**src/rtl/ram_request_arbiter.sv**
```systemverilog
// Two-way arbiter in front of a single-port RAM model. Instruction fetch and
// data requesters share the RAM; the granted request is captured in hold
// registers and presented on the RAM pins until the RAM reports completion.
// Every access is followed by an IDLE cycle, so the RAM always sees its
// inputs change and restarts its latency count.
module ram_request_arbiter #(
  parameter  int ADDR_BITS = 13,
  parameter  int N_BYTES   = 4,
  localparam int N_BITS    = N_BYTES * 8
) (
  input  logic                 CLK,
  input  logic                 nRST,
  // instruction requester
  input  logic                 i_ren,
  input  logic [ADDR_BITS-1:0] i_addr,
  output logic [N_BITS-1:0]    i_rdata,
  output logic                 i_busy,
  // data requester
  input  logic                 d_ren,
  input  logic                 d_wen,
  input  logic [ADDR_BITS-1:0] d_addr,
  input  logic [N_BITS-1:0]    d_wdata,
  input  logic [N_BYTES-1:0]   d_byte_en,
  output logic [N_BITS-1:0]    d_rdata,
  output logic                 d_busy,
  // RAM side
  output logic [ADDR_BITS-1:0] ram_addr,
  output logic [N_BITS-1:0]    ram_wdata,
  output logic [N_BYTES-1:0]   ram_byte_en,
  output logic                 ram_ren,
  output logic                 ram_wen,
  input  logic [N_BITS-1:0]    ram_rdata,
  input  logic                 ram_busy
);

  typedef enum logic [1:0] {
    IDLE  = 2'd0,
    I_ACC = 2'd1,
    D_ACC = 2'd2
  } state_t;

  typedef enum logic {
    GRANT_INSTR = 1'b0,
    GRANT_DATA  = 1'b1
  } grant_t;

  // The access owner is carried by the state itself (I_ACC vs D_ACC).
  state_t               state_q, state_d;
  grant_t               last_grant_q, last_grant_d;
  logic [ADDR_BITS-1:0] hold_addr_q, hold_addr_d;
  logic [N_BITS-1:0]    hold_wdata_q, hold_wdata_d;
  logic [N_BYTES-1:0]   hold_be_q, hold_be_d;
  logic                 hold_ren_q, hold_ren_d;
  logic                 hold_wen_q, hold_wen_d;

  logic d_req;
  logic pick_data;

  assign d_req = d_ren | d_wen;
  // Data wins when it is alone, or when both are pending and instruction had the last grant.
  assign pick_data = d_req & (~i_ren | (last_grant_q == GRANT_INSTR));

  // Next-state, request capture and requester busy handshakes.
  always_comb begin
    state_d      = state_q;
    last_grant_d = last_grant_q;
    hold_addr_d  = hold_addr_q;
    hold_wdata_d = hold_wdata_q;
    hold_be_d    = hold_be_q;
    hold_ren_d   = hold_ren_q;
    hold_wen_d   = hold_wen_q;
    i_busy       = 1'b1;
    d_busy       = 1'b1;

    case (state_q)
      IDLE: begin
        if (pick_data) begin
          state_d      = D_ACC;
          hold_addr_d  = d_addr;
          hold_wdata_d = d_wdata;
          hold_be_d    = d_byte_en;
          // a write takes precedence when both read and write are requested
          hold_wen_d   = d_wen;
          hold_ren_d   = ~d_wen;
        end else if (i_ren) begin
          state_d      = I_ACC;
          hold_addr_d  = i_addr;
          hold_wdata_d = '0;
          hold_be_d    = '1;
          hold_ren_d   = 1'b1;
          hold_wen_d   = 1'b0;
        end
      end
      I_ACC: begin
        if (!ram_busy) begin
          i_busy       = 1'b0;
          last_grant_d = GRANT_INSTR;
          state_d      = IDLE;
        end
      end
      D_ACC: begin
        if (!ram_busy) begin
          d_busy       = 1'b0;
          last_grant_d = GRANT_DATA;
          state_d      = IDLE;
        end
      end
      default: state_d = IDLE;
    endcase
  end

  // State and hold registers, asynchronously cleared by nRST.
  always_ff @(posedge CLK or negedge nRST) begin
    if (!nRST) begin
      state_q      <= IDLE;
      last_grant_q <= GRANT_INSTR;
      hold_addr_q  <= '0;
      hold_wdata_q <= '0;
      hold_be_q    <= '0;
      hold_ren_q   <= 1'b0;
      hold_wen_q   <= 1'b0;
    end else begin
      state_q      <= state_d;
      last_grant_q <= last_grant_d;
      hold_addr_q  <= hold_addr_d;
      hold_wdata_q <= hold_wdata_d;
      hold_be_q    <= hold_be_d;
      hold_ren_q   <= hold_ren_d;
      hold_wen_q   <= hold_wen_d;
    end
  end

  // RAM pins come only from the hold registers; enables are gated off in IDLE.
  assign ram_addr    = hold_addr_q;
  assign ram_wdata   = hold_wdata_q;
  assign ram_byte_en = hold_be_q;
  assign ram_ren     = hold_ren_q & (state_q != IDLE);
  assign ram_wen     = hold_wen_q & (state_q != IDLE);

  assign i_rdata = ram_rdata;
  assign d_rdata = ram_rdata;

endmodule

```
**config.mk**
```make
export PLATFORM = sky130hd
export DESIGN_NAME = ram_request_arbiter
export DESIGN_NICKNAME = d
export VERILOG_FILES = /design/src/rtl/ram_request_arbiter.sv
export SDC_FILE = /design/constraint.sdc
export NUM_CORES = 1
export LEC_CHECK = 0
export CORE_ASPECT_RATIO = 2
export CORE_MARGIN = 5
export CORE_UTILIZATION = 30
export CTS_CLUSTER_DIAMETER = 100
export DETAILED_ROUTE_END_ITERATION = 7
export PLACE_DENSITY = 0.78
export SETUP_SLACK_MARGIN = 0.15
export SLEW_MARGIN = 10
export SYNTH_ARGS = -nofsm -noshare
export SYNTH_HDL_FRONTEND = slang
export SYNTH_SLANG_ARGS = --single-unit
```
**constraint.sdc**
```tcl
create_clock -name CLK -period 1.45 [get_ports CLK]
set_input_delay 0.2175 -clock CLK [delete_from_list [all_inputs] [get_ports CLK]]
set_output_delay 0.2175 -clock CLK [all_outputs]
set_load 0.02 [all_outputs]
```
==> metrics.csv <==
metric,value,unit
synth-xor-area-share,0,%
synth.area.mux_share,4.855,%
drt-initial-drc-count,57,
coreArea,8708,um^2
firstDrtPassIters,4,
routed.top_layer,met4,
grt_pass1_wl,11700,um
worstPathRequired,1230,ps
cp.arrival,1200,ps
r2r_cells,6,
multi_input_area,944.7,um^2
regArea,1351,um^2
synth-compound-area-share,17.88,%
viasPerCell,4.780,
timing.final.crit_share,97.88,%
dr_wl_met3,638,um
grt_max_degree,42,
met2_length,4525,um
path_clk_slew,70,ps
layout_commonest_cell,clkdlybuf4s50_1,
grt.total_usage,13.72,%
gp_congestion,0.7897,
fill_cells,789,
wl,8071,um
rsz0062_at_grt,true,
wl_per_cell,19.69,um
clock_sinks,54,
initial_core_util,30.78,%
htree_levels,2,
critPathMaxFanout,2,
die_h,143.7,um
r2r_setup_slack,40,ps
holdWs,364.5,ps
nets,412,
clock_skew,2.523,ps
placed_area,3615,um^2
num_rows,48,
finalHoldViolCount,0,
crit_chain,"inv_2, buf_6, ha_4, nand2b_4, buf_6",
portBuffers,120,
final_cell_mix,"63 x clkdlybuf4s50_1, 54 x dfrtp_1, 48 x dlygate4sd2_1",
grt_pass1_vias,2167,
worst_pin_slew,338.5,ps
crit_family,flip-flops,
final_max_slew_viol_count,0,
antenna_found_initial,0,
yosysWarningCount,0,
tns,0,ps
ir_worst_vdd,0.8810,mV
synth-seq-cells,54,
slowest_delay,390,ps
cts_max_path_buffers,2,
grt_overflow_total,0,
pin_count,217,
drv_cap,0,
max_slew_margin,77.43,%
drive_gt1_share,25.81,%
synthDistinctLibCells,23,
crit_top_cell,buf_6,
numCtsBuffers,5,
chipWidth,76.84,um
netlist_instances,227,
drc,0,
cts-root-buf,clkbuf_16,
synthAdderAreaFrac,1.401,%
syn_nets,330,
synth_area,2680,um^2
syn_area_per_cell,11.81,um^2
outcome,"complete, no violations",
synth_top_family_by_area,buffers and inverters,
drtAntennaViolNets,0,
synth-simple-area-share,3.968,%
wl_met1,2459,um
dieArea,11040,um^2
critPathCaptureType,output pin,
area_growth_syn_to_layout,55.37,%
cp_num_buf_inv,3,
setup_violations,0,
dpl.hpwl,5669,um
preCtsSetupSlack,-242.7,ps
path_class,reg2out,
clk_latency,290,ps
final_design_area_no_fill,4164,um^2
powerDensity,2137,nW/um^2
r2r_end,ram_wdata[5]$_DFFE_PN0P_,
max_freq,704.6,MHz
cts_tree,done,
fin_util,47.82,%
layout_setup_ws,30.75,ps
min_path_type,in2async,
synth-seq-area-share,50.42,%
p_leak,1.980,nW
via_count,1960,
crit-reg2reg-launch,state_q[1]$_DFFE_PN0P_,
crit_slowest_cell,dfrtp_1,
layout_min_cycle_time,1419,ps
antenna-diode-count,0,
crit_path_start_kind,flip-flop,
## cells in the mapped netlist
cell type  count  area, um^2
dfrtp_1       54        1351
buf_6          5       56.30
ha_1           3       37.54
nor2_1         1       3.750
a21oi_1        1       5.000
o31ai_4        1       21.27
nor2_4         1       11.26
nand2b_1       2       12.51
nor2b_1        2       12.51
o22a_1         4       35.03
inv_1          3       11.26
a22o_1        34       297.8
nand2_1       16       60.06
o21ai_0        3       15.01
a32o_1         1       10.01
or2_1          1       6.260
buf_2          4       20.02
mux2i_1       13       130.1
buf_4         65       488.0
o2bb2ai_4      1       27.53
o21ai_1       10       50.05
o41ai_1        1       8.760
o31a_1         1       8.760
## cell families (layout without fill, tap and decap cells)
| logic type | Yosys count | count (layout) |
|---|---|---|
| flip-flops | 54 | 54 |
| AND/OR/NAND/NOR | 23 | 23 |
| buffers and inverters | 77 | 160 |
| adder cells (fa/ha/maj) | 3 | 3 |
| AO/OA/AOI/OAI | 57 | 57 |
| multiplexers | 13 | 13 |
## power breakdown
part	internal, W	switching [W]
Sequential	0.00216	0.000439
Combinational	0.00253	0.00252
Clock	0.000694	0.000559
Total	0.00538	0.00351
## flip-flops by register name (all words and copies together) (netlist names)
register	count
ram_wdata	32
ram_addr	13
ram_byte_en	4
state_q	2
hold_ren_q	1
hold_wen_q	1
last_grant_q	1
## layout make-up
type | instances | area share, %
Clock buffer | 6 | 3.335
Sequential cell | 54 | 32.45
Clock inverter | 2 | 0.3906
Inverter | 3 | 0.2704
Tap cell | 100 | 3.005
Multi-Input combinational cell | 96 | 22.69
Timing Repair Buffer | 149 | 37.86
## how the worst max path moves through the flow
| stage | start | endpoint | slack, ps | cells after the start |
|---|---|---|---|---|
| 4_1_cts | state_q[1]$_DFFE_PN0P_ | ram_wen | 7 | 4 |
| 2_1_floorplan | state_q[0]$_DFFE_PN0P_ | ram_byte_en[0]$_DFFE_PN0P_ | 150 | 5 |
| 6_report | state_q[0]$_DFFE_PN0P_ | d_busy | 30 | 5 |
| 3_3_place_gp | ram_busy | i_busy | -270 | 3 |
| 3_5_place_dp | ram_busy | i_busy | -240 | 3 |
| 5_1_grt | state_q[0]$_DFFE_PN0P_ | d_busy | -30 | 5 |
## repair_timing
item / 4_1_cts / 5_1_grt
buffers inserted: 8 / 0
setup endpoints to repair: 106 / 59
cloned: 4 / 3
hold buffers: 1 / 0
pin swaps: 22 / 26
endpoints found under the hold margin: 13 / 0
gates resized for setup: 100 / 37
## metrics by stage
step           instances  power, W
3_3_place_gp         386  0.006652
4_1_cts              407  0.008436
3_5_place_dp         386  0.006796
2_1_floorplan        227  0.005008
5_1_grt              410  0.009393
6_report             410  0.008898
## per-layer routing
metal	track usage [%]	up-vias
met2	25.01	75
met5	0	-
met1	12.89	943
met3	3.952	47
li1	-	895
met4	9.585	0
## worst register-to-register path: cells and delay by family (launching register included)
family          cells  cell delay [ps]
flops               1              400
fa+ha+maj           1              170
compound gates      2              290
buf+inv             3              420
No activity file was read; power rests on OpenSTA's default activity.
